File: src/rtl/noc_pkg.sv
`default_nettype none
// +-----------------------------------------------------------------------+
// | Package     : noc_pkg                                                 |
// | Description : Shared types and default widths for the local network  |
// |               interface between a processing core and its router.    |
// | Revision    : 1.0  initial release                                    |
// +-----------------------------------------------------------------------+
package noc_pkg;

   // Default packet/flit width and FIFO pointer width (depth = 2**width).
   localparam int c_DATA_WIDTH    = 32;
   localparam int c_ADDRESS_WIDTH = 2;

   // Injection FSM: IDLE waits for a queued packet, REQ holds the request
   // towards the router local input port until granted or back-pressured.
   typedef enum logic [0:0] {
      IDLE = 1'b0,
      REQ  = 1'b1
   } txState_t;

endpackage : noc_pkg
`default_nettype wire

File: src/rtl/local_net_iface_if.sv
`default_nettype none
// +-----------------------------------------------------------------------+
// | Interface   : local_net_iface_if                                      |
// | Description : Bundles the core-side TX/RX handshakes, the router-side |
// |               request/grant links and the delivery counters.         |
// |               slave  = view of the interface block itself            |
// |               master = view of the environment (core + router)       |
// | Revision    : 1.0  initial release                                    |
// +-----------------------------------------------------------------------+
interface local_net_iface_if #(
   parameter int dataWidth = noc_pkg::c_DATA_WIDTH
);

   // Core -> router injection path
   logic                 txValid;
   logic [dataWidth-1:0] txPacket;
   logic                 txReady;
   logic                 reqDnStr;
   logic                 gntDnStr;
   logic                 dnStrFull;
   logic [dataWidth-1:0] packetOut;

   // Router -> core ejection path
   logic                 reqUpStr;
   logic                 gntUpStr;
   logic                 upStrFull;
   logic [dataWidth-1:0] packetIn;
   logic                 rxValid;
   logic                 rxReady;
   logic [dataWidth-1:0] rxPacket;

   // Delivery statistics
   logic [15:0]          txCount;
   logic [15:0]          rxCount;

   modport slave (
      input  txValid, txPacket, gntDnStr, dnStrFull,
      input  reqUpStr, packetIn, rxReady,
      output txReady, reqDnStr, packetOut,
      output gntUpStr, upStrFull, rxValid, rxPacket,
      output txCount, rxCount
   );

   modport master (
      output txValid, txPacket, gntDnStr, dnStrFull,
      output reqUpStr, packetIn, rxReady,
      input  txReady, reqDnStr, packetOut,
      input  gntUpStr, upStrFull, rxValid, rxPacket,
      input  txCount, rxCount
   );

endinterface : local_net_iface_if
`default_nettype wire

File: src/rtl/local_net_iface_sync_fifo.sv
`default_nettype none
// +-----------------------------------------------------------------------+
// | Module      : sync_fifo                                               |
// | Description : Single-clock FIFO of depth 2**addressWidth. Pointers    |
// |               wrap modulo depth; an occupancy counter one bit wider   |
// |               than the pointers separates full from empty. A push    |
// |               into a full FIFO is accepted only together with a pop.  |
// | Revision    : 1.0  initial release                                    |
// +-----------------------------------------------------------------------+
module sync_fifo #(
   parameter int dataWidth    = noc_pkg::c_DATA_WIDTH,
   parameter int addressWidth = noc_pkg::c_ADDRESS_WIDTH
) (
   input  wire logic                 clk,
   input  wire logic                 rst,
   input  wire logic                 push,
   input  wire logic                 pop,
   input  wire logic [dataWidth-1:0] din,
   output logic      [dataWidth-1:0] dout,
   output logic                      full,
   output logic                      empty
);

   localparam int                  c_DEPTH = 2**addressWidth;
   localparam logic [addressWidth:0] c_FULL = (addressWidth+1)'(c_DEPTH);

   logic [dataWidth-1:0]    r_mem [c_DEPTH];
   logic [addressWidth-1:0] r_wrPtr;
   logic [addressWidth-1:0] r_rdPtr;
   logic [addressWidth:0]   r_count;

   logic w_doPush;
   logic w_doPop;

   assign full  = (r_count == c_FULL);
   assign empty = (r_count == '0);
   assign dout  = r_mem[r_rdPtr];

   // Pop only real data; a push into a full FIFO needs the slot freed by
   // a pop on the same edge.
   assign w_doPop  = pop && !empty;
   assign w_doPush = push && (!full || w_doPop);

   // Storage array: no reset, contents are qualified by the occupancy.
   always_ff @(posedge clk) begin
      if (w_doPush) begin
         r_mem[r_wrPtr] <= din;
      end
   end

   // Pointer and occupancy bookkeeping.
   always_ff @(posedge clk or negedge rst) begin
      if (!rst) begin
         r_wrPtr <= '0;
         r_rdPtr <= '0;
         r_count <= '0;
      end else begin
         if (w_doPush) begin
            r_wrPtr <= r_wrPtr + addressWidth'(1);
         end
         if (w_doPop) begin
            r_rdPtr <= r_rdPtr + addressWidth'(1);
         end
         case ({w_doPush, w_doPop})
            2'b10:   r_count <= r_count + (addressWidth+1)'(1);
            2'b01:   r_count <= r_count - (addressWidth+1)'(1);
            default: r_count <= r_count;
         endcase
      end
   end

endmodule : sync_fifo
`default_nettype wire

File: src/rtl/local_net_iface.sv
`default_nettype none
// +-----------------------------------------------------------------------+
// | Module      : local_net_iface                                         |
// | Description : Network interface between a core and the local port of  |
// |               its router. TX packets are buffered and injected with a |
// |               request/grant handshake; RX packets are pulled from the |
// |               router with single-cycle grants and buffered for the    |
// |               core. Delivery counters wrap at 16 bits.                |
// | Revision    : 1.0  initial release                                    |
// +-----------------------------------------------------------------------+
module local_net_iface
   import noc_pkg::*;
#(
   parameter int dataWidth    = c_DATA_WIDTH,
   parameter int addressWidth = c_ADDRESS_WIDTH,
   parameter int routerNo     = 0
) (
   input wire logic          clk,
   input wire logic          rst,
   local_net_iface_if.slave  bus
);

   // routerNo only labels the instance; it has no effect on the logic.
   if (routerNo < 0) begin : g_routerNoCheck
   end

   // ------------------------------------------------------------------
   // TX path: core -> TX FIFO -> router local input port
   // ------------------------------------------------------------------
   txState_t             r_state;
   logic                 r_reqDnStr;
   logic [dataWidth-1:0] r_packetOut;
   logic [15:0]          r_txCount;

   logic                 w_txFull;
   logic                 w_txEmpty;
   logic                 w_txPush;
   logic                 w_txPop;
   logic [dataWidth-1:0] w_txHead;

   // Ready reflects the occupancy before any pop of this cycle, so a
   // full FIFO never takes a packet even if the router grants now.
   assign w_txPush = bus.txValid && !w_txFull;
   assign w_txPop  = (r_state == REQ) && bus.gntDnStr;

   sync_fifo #(
      .dataWidth    (dataWidth),
      .addressWidth (addressWidth)
   ) u_txFifo (
      .clk   (clk),
      .rst   (rst),
      .push  (w_txPush),
      .pop   (w_txPop),
      .din   (bus.txPacket),
      .dout  (w_txHead),
      .full  (w_txFull),
      .empty (w_txEmpty)
   );

   // Injection FSM: request a queued packet, hold it stable until granted,
   // back off while the router buffer is full. Grants seen in IDLE are
   // ignored, and IDLE always lasts one cycle so requests are separated.
   always_ff @(posedge clk or negedge rst) begin
      if (!rst) begin
         r_state     <= IDLE;
         r_reqDnStr  <= 1'b0;
         r_packetOut <= '0;
         r_txCount   <= '0;
      end else begin
         case (r_state)
            IDLE: begin
               if (!w_txEmpty && !bus.dnStrFull) begin
                  r_state     <= REQ;
                  r_reqDnStr  <= 1'b1;
                  r_packetOut <= w_txHead;
               end
            end
            REQ: begin
               if (bus.gntDnStr) begin
                  r_state    <= IDLE;
                  r_reqDnStr <= 1'b0;
                  r_txCount  <= r_txCount + 16'd1;
               end else if (bus.dnStrFull) begin
                  // Withdraw; the packet stays at the FIFO head.
                  r_state    <= IDLE;
                  r_reqDnStr <= 1'b0;
               end
            end
            default: begin
               r_state    <= IDLE;
               r_reqDnStr <= 1'b0;
            end
         endcase
      end
   end

   assign bus.txReady   = !w_txFull;
   assign bus.reqDnStr  = r_reqDnStr;
   assign bus.packetOut = r_packetOut;
   assign bus.txCount   = r_txCount;

   // ------------------------------------------------------------------
   // RX path: router local output port -> RX FIFO -> core
   // ------------------------------------------------------------------
   logic                 r_gntUpStr;
   logic [15:0]          r_rxCount;

   logic                 w_rxFull;
   logic                 w_rxEmpty;
   logic                 w_rxPop;

   assign w_rxPop = !w_rxEmpty && bus.rxReady;

   // The packet is captured on the edge that ends the grant cycle.
   sync_fifo #(
      .dataWidth    (dataWidth),
      .addressWidth (addressWidth)
   ) u_rxFifo (
      .clk   (clk),
      .rst   (rst),
      .push  (r_gntUpStr),
      .pop   (w_rxPop),
      .din   (bus.packetIn),
      .dout  (bus.rxPacket),
      .full  (w_rxFull),
      .empty (w_rxEmpty)
   );

   // Single-cycle grants: a new grant is only issued when no grant is in
   // flight, so the pending capture has already landed and "not full"
   // guarantees room for the packet about to be granted.
   always_ff @(posedge clk or negedge rst) begin
      if (!rst) begin
         r_gntUpStr <= 1'b0;
         r_rxCount  <= '0;
      end else begin
         r_gntUpStr <= bus.reqUpStr && !r_gntUpStr && !w_rxFull;
         if (r_gntUpStr) begin
            r_rxCount <= r_rxCount + 16'd1;
         end
      end
   end

   assign bus.gntUpStr  = r_gntUpStr;
   assign bus.upStrFull = w_rxFull;
   assign bus.rxValid   = !w_rxEmpty;
   assign bus.rxCount   = r_rxCount;

endmodule : local_net_iface
`default_nettype wire

File: src/flat_wrapper.sv
// flat-port wrapper written by rule: the top's interface ports become plain ports
module local_net_iface_flat import noc_pkg::*;
#(
   parameter int dataWidth    = c_DATA_WIDTH,
   parameter int addressWidth = c_ADDRESS_WIDTH,
   parameter int routerNo     = 0
)
  (clk, rst, bus_txValid, bus_txPacket, bus_gntDnStr, bus_dnStrFull, bus_reqUpStr, bus_packetIn, bus_rxReady, bus_txReady, bus_reqDnStr, bus_packetOut, bus_gntUpStr, bus_upStrFull, bus_rxValid, bus_rxPacket, bus_txCount, bus_rxCount);
  local_net_iface_if #(.dataWidth(dataWidth)) bus_i ();
  input wire logic clk;
  input wire logic rst;
  input wire logic [$bits(bus_i.txValid)-1:0] bus_txValid;
  input wire logic [$bits(bus_i.txPacket)-1:0] bus_txPacket;
  input wire logic [$bits(bus_i.gntDnStr)-1:0] bus_gntDnStr;
  input wire logic [$bits(bus_i.dnStrFull)-1:0] bus_dnStrFull;
  input wire logic [$bits(bus_i.reqUpStr)-1:0] bus_reqUpStr;
  input wire logic [$bits(bus_i.packetIn)-1:0] bus_packetIn;
  input wire logic [$bits(bus_i.rxReady)-1:0] bus_rxReady;
  output wire logic [$bits(bus_i.txReady)-1:0] bus_txReady;
  output wire logic [$bits(bus_i.reqDnStr)-1:0] bus_reqDnStr;
  output wire logic [$bits(bus_i.packetOut)-1:0] bus_packetOut;
  output wire logic [$bits(bus_i.gntUpStr)-1:0] bus_gntUpStr;
  output wire logic [$bits(bus_i.upStrFull)-1:0] bus_upStrFull;
  output wire logic [$bits(bus_i.rxValid)-1:0] bus_rxValid;
  output wire logic [$bits(bus_i.rxPacket)-1:0] bus_rxPacket;
  output wire logic [$bits(bus_i.txCount)-1:0] bus_txCount;
  output wire logic [$bits(bus_i.rxCount)-1:0] bus_rxCount;
  assign bus_i.txValid = bus_txValid;
  assign bus_i.txPacket = bus_txPacket;
  assign bus_i.gntDnStr = bus_gntDnStr;
  assign bus_i.dnStrFull = bus_dnStrFull;
  assign bus_i.reqUpStr = bus_reqUpStr;
  assign bus_i.packetIn = bus_packetIn;
  assign bus_i.rxReady = bus_rxReady;
  assign bus_txReady = bus_i.txReady;
  assign bus_reqDnStr = bus_i.reqDnStr;
  assign bus_packetOut = bus_i.packetOut;
  assign bus_gntUpStr = bus_i.gntUpStr;
  assign bus_upStrFull = bus_i.upStrFull;
  assign bus_rxValid = bus_i.rxValid;
  assign bus_rxPacket = bus_i.rxPacket;
  assign bus_txCount = bus_i.txCount;
  assign bus_rxCount = bus_i.rxCount;
  local_net_iface #(.dataWidth(dataWidth), .addressWidth(addressWidth), .routerNo(routerNo)) u_core (.clk(clk), .rst(rst), .bus(bus_i));
endmodule
File: config.mk
export PLATFORM = sky130hd
export DESIGN_NAME = local_net_iface_flat
export DESIGN_NICKNAME = d
export VERILOG_FILES = /design/src/rtl/noc_pkg.sv /design/src/rtl/local_net_iface_if.sv /design/src/rtl/local_net_iface_sync_fifo.sv /design/src/rtl/local_net_iface.sv /design/src/flat_wrapper.sv
export SDC_FILE = /design/constraint.sdc
export NUM_CORES = 1
export LEC_CHECK = 0
export ABC_AREA = 1
export ABC_CLOCK_PERIOD_IN_PS = 3600
export BUFFER_PORTS_ARGS = -buffer_cell sky130_fd_sc_hd__buf_2
export CORE_MARGIN = 10
export CORE_UTILIZATION = 37
export CTS_BUF_LIST = sky130_fd_sc_hd__clkbuf_4 sky130_fd_sc_hd__clkbuf_8 sky130_fd_sc_hd__clkbuf_16
export DETAILED_ROUTE_END_ITERATION = 7
export HOLD_SLACK_MARGIN = 0.06
export PLACE_DENSITY = 0.57
export SLEW_MARGIN = 20
export SYNTH_ARGS = -nofsm -noshare
export SYNTH_HDL_FRONTEND = slang
export SYNTH_HIERARCHICAL = 1
export SYNTH_SLANG_ARGS = --single-unit
File: constraint.sdc
create_clock -name clk -period 3.6 [get_ports clk]
set_clock_uncertainty 0.1 [all_clocks]
set_input_delay 0.72 -clock clk [delete_from_list [all_inputs] [get_ports clk]]
set_output_delay 0.72 -clock clk [all_outputs]
set_load 0.01 [all_outputs]
=== After elaboration in Yosys (flattened, before gate mapping) ===
Memory sizes are Yosys's and may differ from the RTL's. A register that Yosys moved wholly into a read port is not among the register bits.
Cells that the tools add are included.

* $add $sub $neg: 10
* Bitwise operators: 1
* Equality and inequality tests: 8
* Reduce and logical (&&, ||, !) cells: 26
* Muxes and demuxes: 14

{| class="wikitable"
|+ Operators by type and width
! kind !! number
|-
| 16-bit by 1-bit adder with 16-bit output, second input constant || 2
|-
| 3-bit case mux with 2 select lines || 2
|-
| 1-bit logical AND || 10
|-
| 1-bit 2-to-1 mux || 10
|-
| 2-bit by 1-bit adder with 2-bit output, second input constant || 4
|-
| 1-bit logical NOT || 7
|-
| 3-bit by 1-bit adder with 3-bit output, second input constant || 2
|-
| 3-bit equality test, second input constant || 2
|-
| 3-bit logical NOT || 2
|-
| 2-bit AND reduction || 3
|-
| 3-bit by 1-bit subtractor with 3-bit output, second input constant || 2
|-
| 2-bit by 1-bit equality test with 1-bit output, second input constant || 2
|-
| 2-bit equality test, second input constant || 2
|-
| 1-bit case mux with 2 select lines || 2
|-
| 2-bit nonzero test || 2
|-
| 3-bit inequality test, second input constant || 1
|-
| 1-bit logical OR || 2
|-
| 2-bit by 1-bit inequality test with 1-bit output, second input constant || 1
|-
| 1-bit inverter || 1
|}

* Register bits: 49
* Logic and storage cells: 72
* Output and inout port bits: 101
* Memories kept: 2
* RAM bits: 256
* Bits of input ports: 71

{| class="wikitable"
|+ Memory list
! memory !! depth !! bits a word !! rd ports !! clocked after Yosys merged registers in !! write ports !! line !! RTL
|-
| u_core.u_rxFifo.r_mem || 4 || 32 || 1 || 0 || 1 || local_net_iface_sync_fifo.sv:27 || <nowiki>logic [dataWidth-1:0] r_mem [c_DEPTH];</nowiki>
|-
| u_core.u_txFifo.r_mem || 4 || 32 || 1 || 1 || 1 || local_net_iface_sync_fifo.sv:27 ||
|}

=== Logic depth before layout (Yosys ltp) ===
Gate-level depths: netlist (run 1).

* Word-level depth: 8
* Mapped depth: 15
* Depth with buffers taken out: 15

=== Cells and area by module ===
Netlist (run 1), hierarchy kept.

{| class="wikitable"
|+ Modules (own cells, without submodules)
! module !! cells an instance !! sequential area each (um2) !! area each (um2) !! instances
|-
| sync_fifo || 405 || 4018.9 || 5331.4 || 2
|-
| local_net_iface || 290 || 1676.6 || 3099.2 || 1
|}

=== Worst setup path before layout (run 1) ===
Ideal clock, no wire load.

* Path type: in2reg
* Start: input port bus_gntDnStr
* End: memory u_core/u_txFifo/r_mem[0][0] (netlist name), enable pin
* Stages on the path: 6
* Path slack: 495 ps
* Arrival time: 2584 ps
* Path through: nand2_2 -> inv_1 -> inv_1 -> nand3_1 -> nand2_2 -> nor2_1

* Word-level cells in the longest chain between the ends: 6

{| class="wikitable"
|+ RTL lines
! element !! line !! RTL
|-
| from (decl) || flat_wrapper.sv:14 || <nowiki>input wire logic [$bits(bus_i.gntDnStr)-1:0] bus_gntDnStr;</nowiki>
|-
| 1-bit logical AND || local_net_iface.sv:44 || <nowiki>assign w_txPop = (r_state == REQ) && bus.gntDnStr;</nowiki>
|-
| named net u_core.w_txPop || local_net_iface.sv:38 || <nowiki>logic w_txPop;</nowiki>
|-
| 1-bit logical AND || local_net_iface_sync_fifo.sv:41 || <nowiki>assign w_doPop = pop && !empty;</nowiki>
|-
| 1-bit logical OR || local_net_iface_sync_fifo.sv:42 || <nowiki>assign w_doPush = push && (!full || w_doPop);</nowiki>
|-
| 1-bit logical AND || local_net_iface_sync_fifo.sv:42 ||
|-
| 1-bit 2-to-1 mux || local_net_iface_sync_fifo.sv:46 || <nowiki>if (w_doPush) begin</nowiki>
|-
| 1-bit 2-to-1 mux (not written as such) || local_net_iface_sync_fifo.sv:47 || <nowiki>r_mem[r_wrPtr] <= din;</nowiki>
|-
| to (decl) || local_net_iface_sync_fifo.sv:27 ||
|}

The timed path passes the listed nets, and every way through them passes these cells.

=== Final worst setup path (run 1) ===
* Start: register u_core.u_rxFifo.r_rdPtr[0]
* End: output port bus_rxPacket[28]

* Word-level cells in the longest chain between the ends: 1

{| class="wikitable"
|+ RTL lines
! element !! line !! RTL
|-
| from (decl) || local_net_iface_sync_fifo.sv:29 || <nowiki>logic [addressWidth-1:0] r_rdPtr;</nowiki>
|-
| from (signal assigned) || local_net_iface_sync_fifo.sv:62 || <nowiki>r_rdPtr <= r_rdPtr + addressWidth'(1);</nowiki>
|-
| memory read 4 x 32 bit || n/a ||
|-
| to (decl) || flat_wrapper.sv:25 || <nowiki>output wire logic [$bits(bus_i.rxPacket)-1:0] bus_rxPacket;</nowiki>
|}

No other way between the ends.

==> reports/results.ini, run 1 <==
[worst_setup_path]
cpLargestDelayFamily=buffers and inverters
required_ns=2.78
crit_buf_inv=3
crit_path_cell_trace=inv_2, buf_4, o21ai_0, o21ai_1, buf_2
cp-start-kind=flop
r2r_cells=14
worstSetupPathType=reg -> out
rrSetupSlack_ns=1.18
worstPathArrival_ns=2.15
r2r-end=u_core/u_rxFifo/r_count[2]
r2r_start=u_core/u_rxFifo/r_count[0]
cp-end-kind=output pin
crit_path_start=u_core/u_rxFifo/r_rdPtr[0]
cp_max_fo=33
max_stage_delay_ns=0.44
cp_slowest_cell=inv_2

[pwr]
leakagePower_nw=6.54
power.density_nw_per_um2=830
ir_worst_vdd_mv=0.525

[synthesis]
synth_most_common_cell=edfxtp_1
netlist-cell-type-count=29
syn_avg_cell_area_um2=12.5
yosysTopAreaCell=edfxtp_1
yosysWarnings=6
async_flop_share=0.240
synthTopCellsByArea=edfxtp_1 (56%), dfrtp_1 (15%), o21ai_1 (6.5%)
syn_area_um2=13800
ys_ff_latch=337
synth_top_area_share=0.559
synth-main-ff-cell=edfxtp_1
ys_seq_area_frac=0.706
yosys-top-cells-count=edfxtp_1 (256), nor2_1 (227), o21ai_1 (180)
synth_edf_count=256
syn-num-nets=1185
synth_cells=1100

[clock_network]
clk_latency_ns=0.51
clkTransAtPathRegs_ns=0.06
hold_buffers=0
cts_setup_buffers=0
cts_resized=0
ctsRootBufferMaster=clkbuf_16
cts_buffer_depth=3
cts_buffers=37
cts_tree=done
cts_sinks=337
h-tree-depth=2

[timing]
fin_ws_ns=0.632
setup_viol=0
fin_crit_sh=0.824
tns_ns=0
fmax_mhz=337
drv_slew=0
rsz0062_at_grt=no
final-hold-violation-count=0
timing.final.crit_period_ns=2.97
maxSlewHeadroom=0.429
worst_pin_slew_ns=0.857

[run_status]
status=finished clean

[placed_design]
numPortBuffers=171
hpwl_um=18600
place_ws_ns=0.906
finalWeightedCongestion=0.772
place_inst=1712

[drt]
ant_nets=0
wl_um=29500
first_iter_violations=493
firstDrtPassIters=6
via_per_inst=4.74
wire_per_inst_um=16.6
drc=0
dr_total_vias=8455

[grt]
overflow=0
grt_max_degree=67
grt_pass1_vias=8472
antenna_found_initial=7
grt_use_total=0.129
grt_pass1_wl_um=47000

[floorplanning]
io_pins=172
num_rows=70
die-area_um2=45300
core_area_um2=36700
start_util=0.375
dieWidth_um=213
die_h_um=213

[finish]
syn2layout_area_growth_pct=18.2
instances_no_fill=1784
drive_above_1_share=0.239
final_nets=1368
fill_cells=3407

[run]
max_cap_violations=0

[min_path]
worst_hold_path_type=in -> async

[kinds of logic (layout without fill, tap and decap cells)]
family	count (synthesis)	count (layout)	share of synthesized area
flops	337	337	0.706
xor+xnor	20	20	0.0127
compound gates	199	199	0.0724
simple gates	382	382	0.113
mux	32	32	0.0338
buf+inv	116	327	0.0479
fa+ha+maj	14	14	0.0138
other cells	0	5	0
[cell type report]
type	instances	area, um2	area share
Clock buffer	50	1070	0.0659
Timing Repair Buffer	190	1030	0.0630
Antenna cell	5	12.5	0.000769
Clock inverter	17	169	0.0104
Multi-Input combinational cell	647	3430	0.211
Inverter	70	263	0.0161
Tap cell	468	586	0.0360
Sequential cell	337	9720	0.597
[worst max path at each step]
stage	depth (start not counted)	slack (ns)	end
2_1_floorplan	6	0.50	u_core/u_txFifo/r_mem[0][0]
3_3_place_gp	13	0.93	u_core/u_txFifo/r_count[2]
3_5_place_dp	13	0.91	u_core/u_txFifo/r_count[2]
4_1_cts	5	0.58	bus_rxPacket[28]
5_1_grt	5	0.42	bus_rxPacket[28]
6_report	5	0.63	bus_rxPacket[28]
[state kept, by name, summed over array words and instances (netlist names)]
register,flops
u_core/u_txFifo/r_wrPtr,2
u_core/r_state,1
u_core/bus.gntUpStr,1
u_core/bus.reqDnStr,1
u_core/u_rxFifo/r_count,3
u_core/u_rxFifo/r_rdPtr,2
u_core/u_txFifo/r_count,3
u_core/bus.rxCount,16
u_core/u_rxFifo/r_mem,128
u_core/bus.packetOut,32
u_core/bus.txCount,16
u_core/u_txFifo/r_rdPtr,2
u_core/u_rxFifo/r_wrPtr,2
u_core/u_txFifo/r_mem,128
[worst register-to-register path, stage by stage (launching register included)]
cell	delay (ns)
dfrtp_1	0.41
nor2_1	0.18
nand2_1	0.13
inv_1	0.09
nor2_1	0.08
inv_1	0.06
nand3_1	0.13
nand2_2	0.19
ha_1	0.19
inv_1	0.07
fa_1	0.39
nand2_1	0.10
nand3_1	0.08
nand2_1	0.06
nand2_1	0.04
[report_power, final]
group	internal, W	switching, W	leakage, nW
clock	0.00231	0.00148	0.623
combinational	0.00160	0.00266	2.58
sequential	0.00511	0.000354	3.34
[layer usage]
metal  GRT usage  vias up  routed length (um)
met2       0.221      165               14400
met3      0.0350       51                1860
met4      0.0283        6                 474
met5           0        -                  54
li1            -     4163                   -
met1       0.160     4070               12700
[stage by stage]
stage | power, W | util | instance area (um2) | hold WS [ns]
after detailed placement | 0.00989 | 0.409 | 15000 | 0.390
after CTS | 0.0138 | 0.443 | 16300 | 0.229
after floorplan | 0.00857 | - | 13800 | 0.324
final | 0.0135 | 0.443 | 16300 | 0.221
after global placement | 0.00982 | 0.409 | 15000 | 0.383
after global routing | 0.0144 | 0.443 | 16300 | 0.274
[cells in the final DEF (no fill, tap or decap), types with 8 or more instances in the layout]
| cell type | count |
|---|---|
| clkbuf_16 | 38 |
| buf_2 | 170 |
| nor2_1 | 219 |
| nand4_1 | 8 |
| xor2_1 | 8 |
| xnor2_1 | 12 |
| edfxtp_1 | 256 |
| mux2_4 | 28 |
| ha_1 | 12 |
| clkinv_2 | 8 |
| buf_4 | 18 |
| nand2_1 | 103 |
| dfrtp_1 | 79 |
| o21ai_0 | 19 |
| nand3_1 | 26 |
| inv_1 | 64 |
| o21ai_1 | 180 |
(Power assumes the default switching activity.)
==> inputs of run 2 (changes only) <==
--- a/config.mk
+++ b/config.mk
@@ -6,14 +6,14 @@
 export NUM_CORES = 1
 export LEC_CHECK = 0
 export ABC_AREA = 1
-export ABC_CLOCK_PERIOD_IN_PS = 3600
+export ABC_CLOCK_PERIOD_IN_PS = 2500
 export BUFFER_PORTS_ARGS = -buffer_cell sky130_fd_sc_hd__buf_2
 export CORE_MARGIN = 10
 export CORE_UTILIZATION = 37
 export CTS_BUF_LIST = sky130_fd_sc_hd__clkbuf_4 sky130_fd_sc_hd__clkbuf_8 sky130_fd_sc_hd__clkbuf_16
 export DETAILED_ROUTE_END_ITERATION = 7
 export HOLD_SLACK_MARGIN = 0.06
-export PLACE_DENSITY = 0.57
+export PLACE_DENSITY = 0.59
 export SLEW_MARGIN = 20
 export SYNTH_ARGS = -nofsm -noshare
 export SYNTH_HDL_FRONTEND = slang
==> constraint.sdc (replaced) <==
create_clock -name clk -period 2.5 [get_ports clk]
set_clock_uncertainty 0.1 [all_clocks]
set_input_delay 0.5 -clock clk [delete_from_list [all_inputs] [get_ports clk]]
set_output_delay 0.5 -clock clk [all_outputs]
set_load 0.01 [all_outputs]
==> run 2 against run 1 <==
Setup slack worse by 0.56 ns; worst hold slack worse by 0.13 ns; final cell count about the same; sequential power up 44%; critical path depth unchanged; critical path type unchanged; largest cell class unchanged; highest routed layer unchanged.
==> reports/results.ini, run 2 (synthesis results as in run 1) <==
[clock_network]
ctsRootBufferMaster=clkbuf_16
cts_setup_buffers=0
cts_sinks=337
cts_buffer_depth=3
h-tree-depth=2
cts_buffers=37
clk_latency_ns=0.52
clkTransAtPathRegs_ns=0.06
cts_tree=done

[worst_setup_path]
worstSetupPathType=reg -> out
cp_max_fo=33
worstPathArrival_ns=1.83
required_ns=1.90
cp-end-kind=output pin
cp-start-kind=flop

[floorplanning]
core_area_um2=36700
num_rows=70
io_pins=172
start_util=0.375
dieWidth_um=213
die_h_um=213
die-area_um2=45300

[timing]
timing.final.crit_period_ns=2.43
rsz0062_at_grt=no
tns_ns=0
drv_slew=0
fmax_mhz=412
maxSlewHeadroom=0.675
worst_pin_slew_ns=0.483
fin_crit_sh=0.970
final-hold-violation-count=0
setup_viol=0

[finish]
drive_above_1_share=0.238
mostFrequentLayoutCells=edfxtp_1 (256), nor2_1 (219), o21ai_1 (180), buf_2 (170), nand2_1 (103)
final_common_cell=edfxtp_1
multi_input_area_um2=3450
ff_latch_area_um2=9720
fill_cells=3281
final_nets=1374
syn2layout_area_growth_pct=19.6
instances_no_fill=1785
final_area_um2=16500

[run]
max_cap_violations=0

[grt]
grt_pass1_wl_um=46200
overflow=0
grt_use_total=0.129
grt_pass1_vias=8418
antenna_found_initial=7
grt_max_degree=67

[placed_design]
hpwl_um=19200
finalWeightedCongestion=0.777
place_inst=1715
dpl_cell_area_um2=15200
numPortBuffers=171

[drt]
via_per_inst=4.78
wire_per_inst_um=17.0
drc=0
first_iter_violations=522
dr_total_vias=8530
firstDrtPassIters=5
ant_nets=0
wl_um=30300

[run_status]
status=finished clean

[pwr]
leakagePower_nw=6.60
ir_worst_vdd_mv=0.654
power.density_nw_per_um2=1190

[min_path]
worst_hold_path_type=in -> reg

-- run 2: changes by cell type in the layout (fill, tap and decap cells not counted), moves of 2 or more --
cell       change
buf_12        +12
buf_4         -11
buf_6          +2
clkbuf_16      +2
clkbuf_8       -4
clkinv_1       +3
clkinv_2       -2
diode_2        -3
inv_6          +2
nor2_2         -4
nor2_4         +4
-- run 2: metrics by stage --
step	total power (W)	setup slack, ns	utilization	hold WS, ns
3_5_place_dp	0.0145	0.211	0.415	0.371
6_report	0.0196	0.0740	0.449	0.0954
4_1_cts	0.0198	0.0532	0.447	0.0693
3_3_place_gp	0.0144	0.234	0.415	0.369
5_1_grt	0.0209	0.0104	0.448	0.0832
2_1_floorplan	0.0123	-0.449	-	0.104
-- run 2: worst max-delay path: stages, from the launching register on --
cell and delay (ns):
dfrtp_2 0.43, inv_2 0.14, buf_12 0.22, o21ai_1 0.08, o21ai_1 0.25, buf_2 0.20
-- run 2: area by class of cell --
class / count / share of cell area
sequential: 337 / 0.590
multi-input combinational: 647 / 0.210
timing repair buffer: 196 / 0.0769
clock buffer: 47 / 0.0623
tap: 468 / 0.0356
inverter: 70 / 0.0160
clock inverter: 18 / 0.00912
antenna: 2 / 0.000304
-- run 2: path summary, 6_finish.rpt --
check | startpoint | to | slack (ns) | cells after the start
setup / recovery | u_core/u_rxFifo/r_rdPtr[0] | bus_rxPacket[23] | 0.07 | 5
hold / removal | bus_txPacket[30] | u_core/u_txFifo/r_mem[0][30] | 0.1 | 1
setup reg to reg | u_core/u_rxFifo/r_count[0] | u_core/u_rxFifo/r_count[1] | 0.27 | 11
hold reg to reg | u_core/bus.packetOut[3] | u_core/bus.packetOut[3] | 0.40 | 1
max in group asynchronous | rst | u_core/u_txFifo/r_rdPtr[0] | 1.30 | 3
min in group asynchronous | rst | u_core/bus.packetOut[11] | 0.35 | 2
-- run 2: power breakdown --
group	total, W	internal [W]	switching [W]
Clock	0.00524	0.00311	0.00213
Combinational	0.00653	0.00255	0.00398
Sequential	0.00787	0.00735	0.000520
-- run 2: routing by layer --
metal / share of wire / global-route usage / vias up
li1: - / - / 4190
met1: 0.43 / 0.160 / 4073
met2: 0.48 / 0.213 / 199
met3: 0.067 / 0.0381 / 58
met4: 0.020 / 0.0357 / 10
met5: 0.0029 / 0 / -
-- run 2: what timing repair did --
| action | in CTS | in global routing |
|---|---|---|
| hold buffers | 1 | 0 |
| setup endpoints to repair | 0 | 13 |
| gates resized for setup | 0 | 2 |
| hold endpoints to repair | 28 | 0 |
==> inputs of run 3 (changes only) <==
--- a/config.mk
+++ b/config.mk
@@ -5,15 +5,15 @@
 export SDC_FILE = /design/constraint.sdc
 export NUM_CORES = 1
 export LEC_CHECK = 0
-export ABC_AREA = 1
 export ABC_CLOCK_PERIOD_IN_PS = 2500
 export BUFFER_PORTS_ARGS = -buffer_cell sky130_fd_sc_hd__buf_2
 export CORE_MARGIN = 10
-export CORE_UTILIZATION = 37
+export CORE_UTILIZATION = 52
 export CTS_BUF_LIST = sky130_fd_sc_hd__clkbuf_4 sky130_fd_sc_hd__clkbuf_8 sky130_fd_sc_hd__clkbuf_16
+export CTS_CLUSTER_SIZE = 28
 export DETAILED_ROUTE_END_ITERATION = 7
 export HOLD_SLACK_MARGIN = 0.06
-export PLACE_DENSITY = 0.59
+export PLACE_DENSITY = 0.78
 export SLEW_MARGIN = 20
 export SYNTH_ARGS = -nofsm -noshare
 export SYNTH_HDL_FRONTEND = slang
==> run 3 against run 2 <==
Clock-buffer cell count is 2 higher; synthesized area is 6.6% lower; setup slack worse by 0.032 ns; worst hold slack better by 0.016 ns; core utilization is 19 points higher; sequential share of layout area is 3.5 points higher; cell area is 5.5% lower; critical path depth is 1 lower.
==> reports/results.ini, run 3 <==
[run_status]
status=finished clean

[pwr]
ir_worst_vdd_mv=0.946
power.density_nw_per_um2=1160
finalPower_w=0.0181
leakagePower_nw=5.91

[synthesis]
ys_seq_area_frac=0.756
syn_area_um2=12900
ys_ff_latch=337
synth_edf_count=256
syn-num-nets=698
yosys-top-cells-count=edfxtp_1 (256), dfrtp_1 (81), mux4_2 (64)
yosysWarnings=6
synth_most_common_cell=edfxtp_1
synth-main-ff-cell=edfxtp_1
syn_avg_cell_area_um2=21.0
async_flop_share=0.240
yosysTopAreaCell=edfxtp_1
netlist-cell-type-count=36
synth_top_area_share=0.598
synthTopCellsByArea=edfxtp_1 (60%), dfrtp_1 (16%), mux4_2 (11%)
synth_cells=613

[worst_setup_path]
cp-end-kind=output pin
cpLargestDelayFamily=multiplexers
required_ns=1.90
worstPathArrival_ns=1.86
crit_path_cell_trace=buf_12, buf_12, mux4_2, buf_6
cp_slowest_cell=mux4_2
cp-start-kind=flop
cp_max_fo=8
cpMostUsedCell=buf_12
crit_buf_inv=3
worstSetupPathType=reg -> out
max_stage_delay_ns=0.55

[grt]
grt_max_degree=48
overflow=0
antenna_found_initial=7
grt_pass1_vias=6857
grtUsageMet3=0.0499
grt_pass1_wl_um=38600
grt_use_total=0.155
grt-busiest-layer=met2
grtUsageMet2=0.250
use_met1=0.203

[floorplanning]
num_rows=57
core_area_um2=24300
io_pins=172
die-area_um2=31400
dieWidth_um=177
start_util=0.529
die_h_um=177

[drt]
via_per_inst=5.40
wl_um=24700
firstDrtPassIters=4
ant_nets=0
first_iter_violations=340
drc=0
wire_per_inst_um=20.9
dr_total_vias=6363

[timing]
drv_slew=0
setup_viol=0
rsz0062_at_grt=yes
fmax_mhz=407
maxSlewHeadroom=0.568
worst_pin_slew_ns=0.648
hold_slack_ns=0.112
fin_crit_sh=0.983
final-hold-violation-count=0
timing.final.crit_period_ns=2.46

[placed_design]
finalWeightedCongestion=0.735
numPortBuffers=171
hpwl_um=15700
dpl_cell_area_um2=14300

[finish]
final_common_cell=edfxtp_1
mostFrequentLayoutCells=edfxtp_1 (256), buf_2 (165), dfrtp_1 (78), mux4_2 (64), clkbuf_16 (37)
post-route-util=0.639
multi_input_area_um2=2970
ff_latch_area_um2=9720
final_area_um2=15500
final_nets=910
syn2layout_area_growth_pct=20.9
drive_above_1_share=0.444
fill_cells=1631

[clock_network]
clkTransAtPathRegs_ns=0.06
cts_buffer_depth=3
cts_sinks=337
h-tree-depth=2
cts_tree=done
ctsRootBufferMaster=clkbuf_16
cts_buffers=35
clk_latency_ns=0.50

[min_path]
worst_hold_path_type=in -> reg

[run]
max_cap_violations=0

-- run 3: stage by stage --
step,cells,setup TNS (ns),setup WS [ns]
2_1_floorplan,613,0,0.257
3_3_place_gp,1106,0,0.192
3_5_place_dp,1106,0,0.131
4_1_cts,1172,-0.00198,-0.00198
5_1_grt,1176,-0.110,-0.0291
6_report,1179,0,0.0419
-- run 3: final cells by class --
cell class / instances / share of cell area
flip-flops and latches: 337 / 0.625
multi-input cells: 237 / 0.191
repair buffers: 196 / 0.0838
clock buffers: 49 / 0.0639
well taps: 324 / 0.0261
clock inverters: 14 / 0.00515
inverters: 18 / 0.00435
diodes: 4 / 0.000644
-- run 3: cell families after synthesis --
logic type / after synthesis / synth area share
AOI/OAI and AO/OA: 5 / 0.00428
adders and majority gates: 14 / 0.0148
and+or+nand+nor: 74 / 0.0369
muxes: 102 / 0.146
xor gates and xnor gates: 42 / 0.0286
buffers and inverters: 39 / 0.0139
DFF: 337 / 0.756
-- run 3: report_power, final --
group / total (W) / switching, W / internal (W)
registers: 0.00802 / 0.000630 / 0.00739
logic: 0.00532 / 0.00260 / 0.00272
clock network: 0.00476 / 0.00197 / 0.00279
total: 0.0181 / 0.00520 / 0.0129
-- run 3: timing repair --
item	CTS	global route
endpoints found under the hold margin	45	0
cloned	0	2
setup buffers	2	1
endpoints found under the setup margin	21	14
gates resized for setup	0	10
hold buffers	1	0
-- run 3: metal layers --
metal	routed length, um	vias to the layer above	part of all wire
met5	44	-	0.0018
met2	12200	194	0.49
met1	10100	3277	0.41
met4	401	6	0.016
li1	-	2843	-
met3	1960	43	0.079
-- run 3: worst paths after layout --
kind	startpoint	to	slack, ns	depth (start not counted)
setup / recovery	u_core/u_rxFifo/r_rdPtr[0]	bus_rxPacket[27]	0.04	4
hold / removal	bus_txPacket[28]	u_core/u_txFifo/r_mem[3][28]	0.11	1
setup reg to reg	u_core/u_txFifo/r_count[0]	u_core/u_txFifo/r_count[2]	0.14	11
hold reg to reg	u_core/bus.rxCount[15]	u_core/bus.rxCount[15]	0.38	1
max in group asynchronous	rst	u_core/bus.rxCount[15]	1.20	3
min in group asynchronous	rst	u_core/bus.packetOut[25]	0.46	2
